`src/rtl/jk_flop_bank.sv`:
```
// jk_flop_bank: WIDTH JK flip-flops with per-bit J/K inputs, a global enable,
// synchronous clear/preset, per-bit change flags and up/down counter modes
// built from JK toggle cells. q, changed and tc are registered; qn = ~q.
module jk_flop_bank #(
  parameter int unsigned      WIDTH   = 4,
  parameter logic [WIDTH-1:0] RST_VAL = '0
) (
  input  logic             clk,
  input  logic             reset,
  input  logic             en,
  input  logic             clear,
  input  logic             preset,
  input  logic [1:0]       mode,
  input  logic [WIDTH-1:0] j,
  input  logic [WIDTH-1:0] k,
  output logic [WIDTH-1:0] q,
  output logic [WIDTH-1:0] qn,
  output logic [WIDTH-1:0] changed,
  output logic             tc
);

  typedef enum logic [1:0] {
    M_JK   = 2'b00,
    M_UP   = 2'b01,
    M_DN   = 2'b10,
    M_HOLD = 2'b11
  } mode_e;

  logic [WIDTH-1:0] up_t;
  logic [WIDTH-1:0] dn_t;
  logic             all_ones;
  logic             all_zeros;
  logic [WIDTH-1:0] q_next;
  logic             tc_next;

  // Toggle enables for the counter: bit i toggles when every lower bit is
  // one (up) or zero (down); the final running terms flag the wrap points.
  always_comb begin
    up_t      = '0;
    dn_t      = '0;
    all_ones  = 1'b1;
    all_zeros = 1'b1;
    for (int unsigned i = 0; i < WIDTH; i++) begin
      up_t[i]   = all_ones;
      dn_t[i]   = all_zeros;
      all_ones  = all_ones & q[i];
      all_zeros = all_zeros & ~q[i];
    end
  end

  // Next state by priority: clear > preset > enable gate > mode.
  always_comb begin
    q_next  = q;
    tc_next = 1'b0;
    if (clear) begin
      q_next = '0;
    end else if (preset) begin
      q_next = '1;
    end else if (en) begin
      case (mode_e'(mode))
        M_JK: q_next = (j & ~q) | (~k & q);
        // A single-bit counter reports terminal count on every counting edge.
        M_UP: begin
          q_next  = q ^ up_t;
          tc_next = (WIDTH == 1) ? 1'b1 : all_ones;
        end
        M_DN: begin
          q_next  = q ^ dn_t;
          tc_next = (WIDTH == 1) ? 1'b1 : all_zeros;
        end
        default: q_next = q;
      endcase
    end
  end

  // State, change flags and terminal-count pulse; reset dominates.
  always_ff @(posedge clk or negedge reset) begin
    if (!reset) begin
      q       <= RST_VAL;
      changed <= '0;
      tc      <= 1'b0;
    end else begin
      q       <= q_next;
      changed <= q_next ^ q;
      tc      <= tc_next;
    end
  end

  assign qn = ~q;

endmodule

```
`config.mk`:
```
export PLATFORM = sky130hd
export DESIGN_NAME = jk_flop_bank
export DESIGN_NICKNAME = d
export VERILOG_FILES = /design/src/rtl/jk_flop_bank.sv
export SDC_FILE = /design/constraint.sdc
export NUM_CORES = 1
export LEC_CHECK = 0
export CAP_MARGIN = 20
export CORE_MARGIN = 2
export CORE_UTILIZATION = 48
export CTS_BUF_LIST = sky130_fd_sc_hd__clkbuf_4 sky130_fd_sc_hd__clkbuf_8 sky130_fd_sc_hd__clkbuf_16
export DETAILED_ROUTE_END_ITERATION = 16
export GPL_TIMING_DRIVEN = 0
export MAX_ROUTING_LAYER = met4
export PLACE_DENSITY = 0.87
export SKIP_CTS_REPAIR_TIMING = 1
export SLEW_MARGIN = 20
export SYNTH_ARGS = -nofsm -noshare
export SYNTH_HDL_FRONTEND = slang
export SYNTH_SLANG_ARGS = --single-unit
```
`constraint.sdc`:
```
create_clock -name clk -period 4.3 [get_ports clk]
set_input_delay 0.86 -clock clk [delete_from_list [all_inputs] [get_ports clk]]
set_output_delay 0.86 -clock clk [all_outputs]
set_load 0.01 [all_outputs]
```
==> results of run 1 <==
==> report_power, final <==
group          internal [mW]  switching, mW
logic                 0.0599         0.0579
clock network         0.0419         0.0273
registers             0.0927        0.00345
==> registers in the layout, indices dropped and copies added (netlist names) <==
name,flops
changed,4
q,4
tc,1
==> worst min path at each step <==
stage | from | endpoint | depth (start not counted) | slack (ns)
after floorplan | reset | changed[0]$_DFF_PN0_ | 0 | 0.56
after global placement | q[0]$_DFF_PN0_ | changed[0]$_DFF_PN0_ | 2 | 0.65
after detailed placement | q[0]$_DFF_PN0_ | changed[0]$_DFF_PN0_ | 2 | 0.68
after CTS | q[0]$_DFF_PN0_ | changed[0]$_DFF_PN0_ | 2 | 0.70
after global routing | q[0]$_DFF_PN0_ | changed[0]$_DFF_PN0_ | 2 | 0.71
final | q[0]$_DFF_PN0_ | changed[0]$_DFF_PN0_ | 2 | 0.69
==> final cells by class <==
cell class | count | area share [%]
Multi-Input combinational cell | 70 | 43.6
Timing Repair Buffer | 26 | 23.2
Sequential cell | 9 | 20.1
Buffer | 8 | 5.25
Inverter | 10 | 3.35
Clock buffer | 4 | 2.68
Tap cell | 16 | 1.79
==> worst min-delay path, stage by stage, from the launching register on <==
cell and delay [ns]:
dfrtp_1 0.39, clkbuf_8 0.19, o31ai_1 0.08
==> cell usage in the layout, fill, tap and decap left out, drive strengths merged, types with 2 or more instances in the layout <==
cell type and instances:
inv 10, a21oi 7, mux2i 2, nand3 5, dfrtp 9, clkdlybuf4s50 26
a2111oi 2, o211ai 3, clkbuf 6, nor4 2, nor3 6, ha 4
o21ai 4, a31oi 3, nand2b 4, nor2 7, buf 6, nand2 8
==> through the flow <==
step	util [%]	area, µm²	total power [mW]
final	72.7	1120	0.283
after CTS	72.7	1120	0.284
after global placement	70.8	1090	0.211
after detailed placement	70.8	1090	0.215
after floorplan	-	811	0.165
after global routing	72.7	1120	0.299
==> cell families after synthesis <==
group / count (synthesis)
flip-flops: 9
XOR/XNOR: 1
buffers and inverters: 18
multiplexers: 2
AO/OA/AOI/OAI: 27
AND/OR/NAND/NOR: 36
adder cells (fa/ha/maj): 4
==> routing by layer <==
metal	vias up	routed length, µm	global-route usage, %	part of all wire (%)
li1	406	-	-	-
met1	391	836	29.5	41
met2	37	1040	37.1	51
met3	4	148	3.60	7.2
met4	0	13	7.65	0.64
met5	-	0	-	0
==> results.cfg, run 1 <==
[floorplanning]
ioPinCount = 28
die_y_um = 45.1
coreArea_um2 = 1540
die-area_um2 = 2030
start_util_pct = 52.6
dieWidth_um = 45.1
num_rows = 14

[sta]
holdWs_ns = 0.689
finalCriticalPeriod_ns = 2.69
fin_ws_ns = 1.61
period_share_pct = 62.6
skew_ns = 0.00205
timing.slew.headroom_pct = 73.6
tightest_slew_ns = 0.396
fin_tns_setup_ns = 0
rsz0062_at_grt = false
drv_slew = 0
setup_viol = 0
clock.fmax_mhz = 371
finalHoldViolCount = 0

[global_routing]
grt_max_degree = 11
antenna_found_initial = 0
grt_pass1_wl_um = 3360
track_usage_pct = 23.1
grt_pass1_vias = 742
grt_overflow = 0

[worst_hold_path]
hold_class = reg -> reg

[worst_setup_path]
crit_family = multiplexers
rrSetupSlack_ns = 2.54
critPathKind = in -> reg
crit_path_frequent_cell = mux2i_1
worst-path-stages = 8
crit_end = changed[3]$_DFF_PN0_
cp_slowest_cell = clkdlybuf4s50_1
r2r_end = changed[3]$_DFF_PN0_
critPathBufInv = 2
crit_start = mode[0]
start_kind = input pin
cp_cell_sequence = clkdlybuf4s50_1 -> inv_1 -> ha_1 -> nand2b_1 -> o32ai_2 -> mux2i_1 -> mux2i_1 -> nand3_1
path_max_fanout = 6
arrival_ns = 2.82
endpoint_kind = register
reg2regPathDepth = 6
rr_startpoint = q[1]$_DFF_PN0_
cp.required_ns = 4.43
cpPeakStageDelay_ns = 0.46

[layout]
areaGrowthSynthToFinish_pct = 38.3
nets = 147
fill_cells = 114
multi_input_area_um2 = 489
antennaDiodeCount = 0
drive_above_1_share_pct = 13.4
regArea_um2 = 225
finalNonFillerCells = 143

[clock_tree]
h-tree-depth = 1
insertion_delay_ns = 0.25
clock-sinks = 9
cts_tree = yes
path_clk_slew_ns = 0.06
clockRootBuffer = clkbuf_4
cts_buffers = 3
clock_path_buffers = 2

[detailed_routing]
avgViaCountPerCell = 5.86
routedWlPerCell_um = 14.3
dr.pass1.iters = 4
drc = 0
drtAntennaViolNets = 0
wirelength_um = 2040
route.vias.total = 838
first_iter_violations = 19

[yosys]
synth-edff-count = 0
ys_top_cells_by_count = 10 x inv_1, 9 x dfrtp_1, 8 x nand2_1
yosysMostFrequentCell = inv_1
synth_flop_cell = dfrtp_1
synth_cell_types = 36
synth-seq-cells = 9
synthAdderAreaFrac_pct = 6.17
synthArstFlopShare_pct = 100
yosys.area.top_type_share_pct = 27.8
ys_warn_count = 0
synthMuxAreaShare_pct = 2.47
postSynthAreaPerCell_um2 = 8.36
syn-instance-count = 97
synth-xor-area-share_pct = 2.93
yosys.area_share.simple_pct = 23.5
synth_compound_area_share_pct = 25.3
synth_top_area_cell = dfrtp_1
synth_top_family_by_area = compound AO/OA/AOI/OAI gates
synth.area.top_cells = dfrtp_1 28%, ha_1 6.2%, inv_1 4.6%, a21oi_1 4.3%, nor3_1 3.7%
syn-cell-area_um2 = 811
synth_fp_nets = 116
yosysSeqAreaShare_pct = 27.8

[job]
maxCapViolations = 0

[power]
leakagePower_nw = 0.477
power_density_nw_per_um2 = 253
ir_worst_vdd_mv = 0.0969

[placement]
hpwl_um = 1560
pre_cts_slack_ns = 1.36
dp.cells = 139
place.gp.congestion = 0.853
portBuffers = 26

[outcome]
outcome = completed
Power figures use the tool's default switching activity.
==> run 2: changes to the inputs <==
--- a/config.mk
+++ b/config.mk
@@ -6,13 +6,14 @@
 export NUM_CORES = 1
 export LEC_CHECK = 0
 export CAP_MARGIN = 20
+export CORE_ASPECT_RATIO = 0.75
 export CORE_MARGIN = 2
-export CORE_UTILIZATION = 48
+export CORE_UTILIZATION = 44
 export CTS_BUF_LIST = sky130_fd_sc_hd__clkbuf_4 sky130_fd_sc_hd__clkbuf_8 sky130_fd_sc_hd__clkbuf_16
 export DETAILED_ROUTE_END_ITERATION = 16
 export GPL_TIMING_DRIVEN = 0
 export MAX_ROUTING_LAYER = met4
-export PLACE_DENSITY = 0.87
+export PLACE_DENSITY = 0.81
 export SKIP_CTS_REPAIR_TIMING = 1
 export SLEW_MARGIN = 20
 export SYNTH_ARGS = -nofsm -noshare
==> constraint.sdc (replaced) <==
create_clock -name clk -period 2.5 [get_ports clk]
set_input_delay 0.5 -clock clk [delete_from_list [all_inputs] [get_ports clk]]
set_output_delay 0.5 -clock clk [all_outputs]
set_load 0.01 [all_outputs]
==> run 2 against run 1 <==
Compared with the run above:
- critical path depth unchanged
- design area up 0.67%
- core utilization is 7.9 points lower
- global-route usage fell by 2.3 points
- first-iteration DRC count rose by 47%
- non-clock buffer count did not move
==> results.cfg, run 2 (synthesized netlist as in run 1, its figures left out) <==
[outcome]
outcome = completed

[global_routing]
grt_pass1_wl_um = 3040
grt_pass1_vias = 720
grt_max_degree = 11
track_usage_pct = 20.8
antenna_found_initial = 0
grt_overflow = 0

[sta]
setup_viol = 0
rsz0062_at_grt = false
period_share_pct = 92.1
finalCriticalPeriod_ns = 2.30
drv_slew = 0
finalHoldViolCount = 0
clock.fmax_mhz = 434
skew_ns = 0.00242
timing.slew.headroom_pct = 69.7
tightest_slew_ns = 0.455

[clock_tree]
cts_tree = yes
clock-sinks = 9
clock_path_buffers = 2
insertion_delay_ns = 0.27
cts_buffers = 3
clockRootBuffer = clkbuf_4
h-tree-depth = 1
path_clk_slew_ns = 0.06

[floorplanning]
num_rows = 13
die_y_um = 41.2
dieWidth_um = 53.6
ioPinCount = 28
start_util_pct = 46.6
coreArea_um2 = 1740
die-area_um2 = 2210

[layout]
mostFrequentLayoutCells = 26 x clkdlybuf4s50_1, 10 x inv_1, 9 x dfrtp_1
final_core_util_pct = 64.8
fill_cells = 148
top_regs = changed (4), q (4), tc (1)
nets = 147
areaGrowthSynthToFinish_pct = 39.2
drive_above_1_share_pct = 13.4
finalNonFillerCells = 149
final_common_cell = clkdlybuf4s50_1
antennaDiodeCount = 0

[detailed_routing]
drtAntennaViolNets = 0
drt-met1-wl_um = 849
first_iter_violations = 28
wl_met3_um = 152
wirelength_um = 1960
route.vias.total = 827
drc = 0
routedWlPerCell_um = 13.2
wl_met2_um = 930
maxUsedRoutingLayer = met4
dr.pass1.iters = 4
avgViaCountPerCell = 5.55

[worst_setup_path]
arrival_ns = 2.45
cp_slowest_cell = clkdlybuf4s50_1
r2r_end = q[3]$_DFF_PN0_
cpPeakStageDelay_ns = 0.44
reg2regPathDepth = 6
cp_cell_sequence = clkdlybuf4s50_1 -> inv_1 -> ha_1 -> nand2b_1 -> o32ai_2 -> mux2i_1 -> nor4b_2 -> a311oi_1
endpoint_kind = register
start_kind = input pin
cp.required_ns = 2.65
path_max_fanout = 6
critPathKind = in -> reg
rr_startpoint = q[1]$_DFF_PN0_
rrSetupSlack_ns = 0.71
crit_end = q[3]$_DFF_PN0_
crit_start = mode[0]

[worst_hold_path]
hold_class = in -> reg

[placement]
hpwl_um = 1510
place.gp.congestion = 0.788
dp.cells = 145
portBuffers = 26

[power]
power_density_nw_per_um2 = 436
ir_worst_vdd_mv = 0.397
leakagePower_nw = 0.477

[job]
maxCapViolations = 0
[run 2: cell counts in the layout (fill, tap and decap cells not counted)]
Identical to the previous run, type by type.
[run 2: cell type report]
cell class	instances	area, µm²	share of cell area (%)
tap	22	27.5	2.44
multi-input combinational	70	489	43.3
sequential	9	225	20.0
clock buffer	4	30.0	2.66
timing repair buffer	26	260	23.1
buffer	8	58.8	5.21
inverter	10	37.5	3.33
[run 2: per-stage QoR]
| stage | hold WS, ns | power [mW] | setup slack [ns] | TNS, ns | area, µm² |
|---|---|---|---|---|---|
| after detailed placement | 0.705 | 0.369 | -0.0921 | -0.105 | 1100 |
| after global placement | 0.688 | 0.363 | 0.0229 | 0 | 1100 |
| final | 0.491 | 0.492 | 0.198 | 0 | 1130 |
| after floorplan | 0.204 | 0.284 | 0.665 | 0 | 811 |
| after CTS | 0.481 | 0.496 | 0.192 | 0 | 1130 |
| after global routing | 0.487 | 0.526 | 0.0358 | 0 | 1130 |
[run 2: worst min-delay path by stage]
stage	from	end	slack, ns	depth (start not counted)
after floorplan	reset	changed[0]$_DFF_PN0_	0.20	0
after global placement	q[3]$_DFF_PN0_	changed[3]$_DFF_PN0_	0.69	3
after detailed placement	q[3]$_DFF_PN0_	changed[3]$_DFF_PN0_	0.71	3
after CTS	preset	tc$_DFF_PN0_	0.48	2
after global routing	preset	tc$_DFF_PN0_	0.49	2
final	preset	tc$_DFF_PN0_	0.49	2
[run 2: critical path, delay by kind of cell]
kind	cells	cell delay (ns)
AO/OA/AOI/OAI	2	0.54
buffers and inverters	2	0.53
multiplexers	1	0.36
adder cells (fa/ha/maj)	1	0.30
AND/OR/NAND/NOR	2	0.21
[run 2: per-layer routing]
metal  vias to the layer above  track usage [%]
li1                        406                -
met1                       384             21.5
met2                        33             36.7
met3                         4             9.12
met4                         0             6.41
met5                         -                -
[run 2: where the power goes]
part | switching [mW] | internal, mW | total, mW
Clock | 0.0525 | 0.0725 | 0.125
Combinational | 0.0981 | 0.103 | 0.201
Sequential | 0.00611 | 0.160 | 0.166
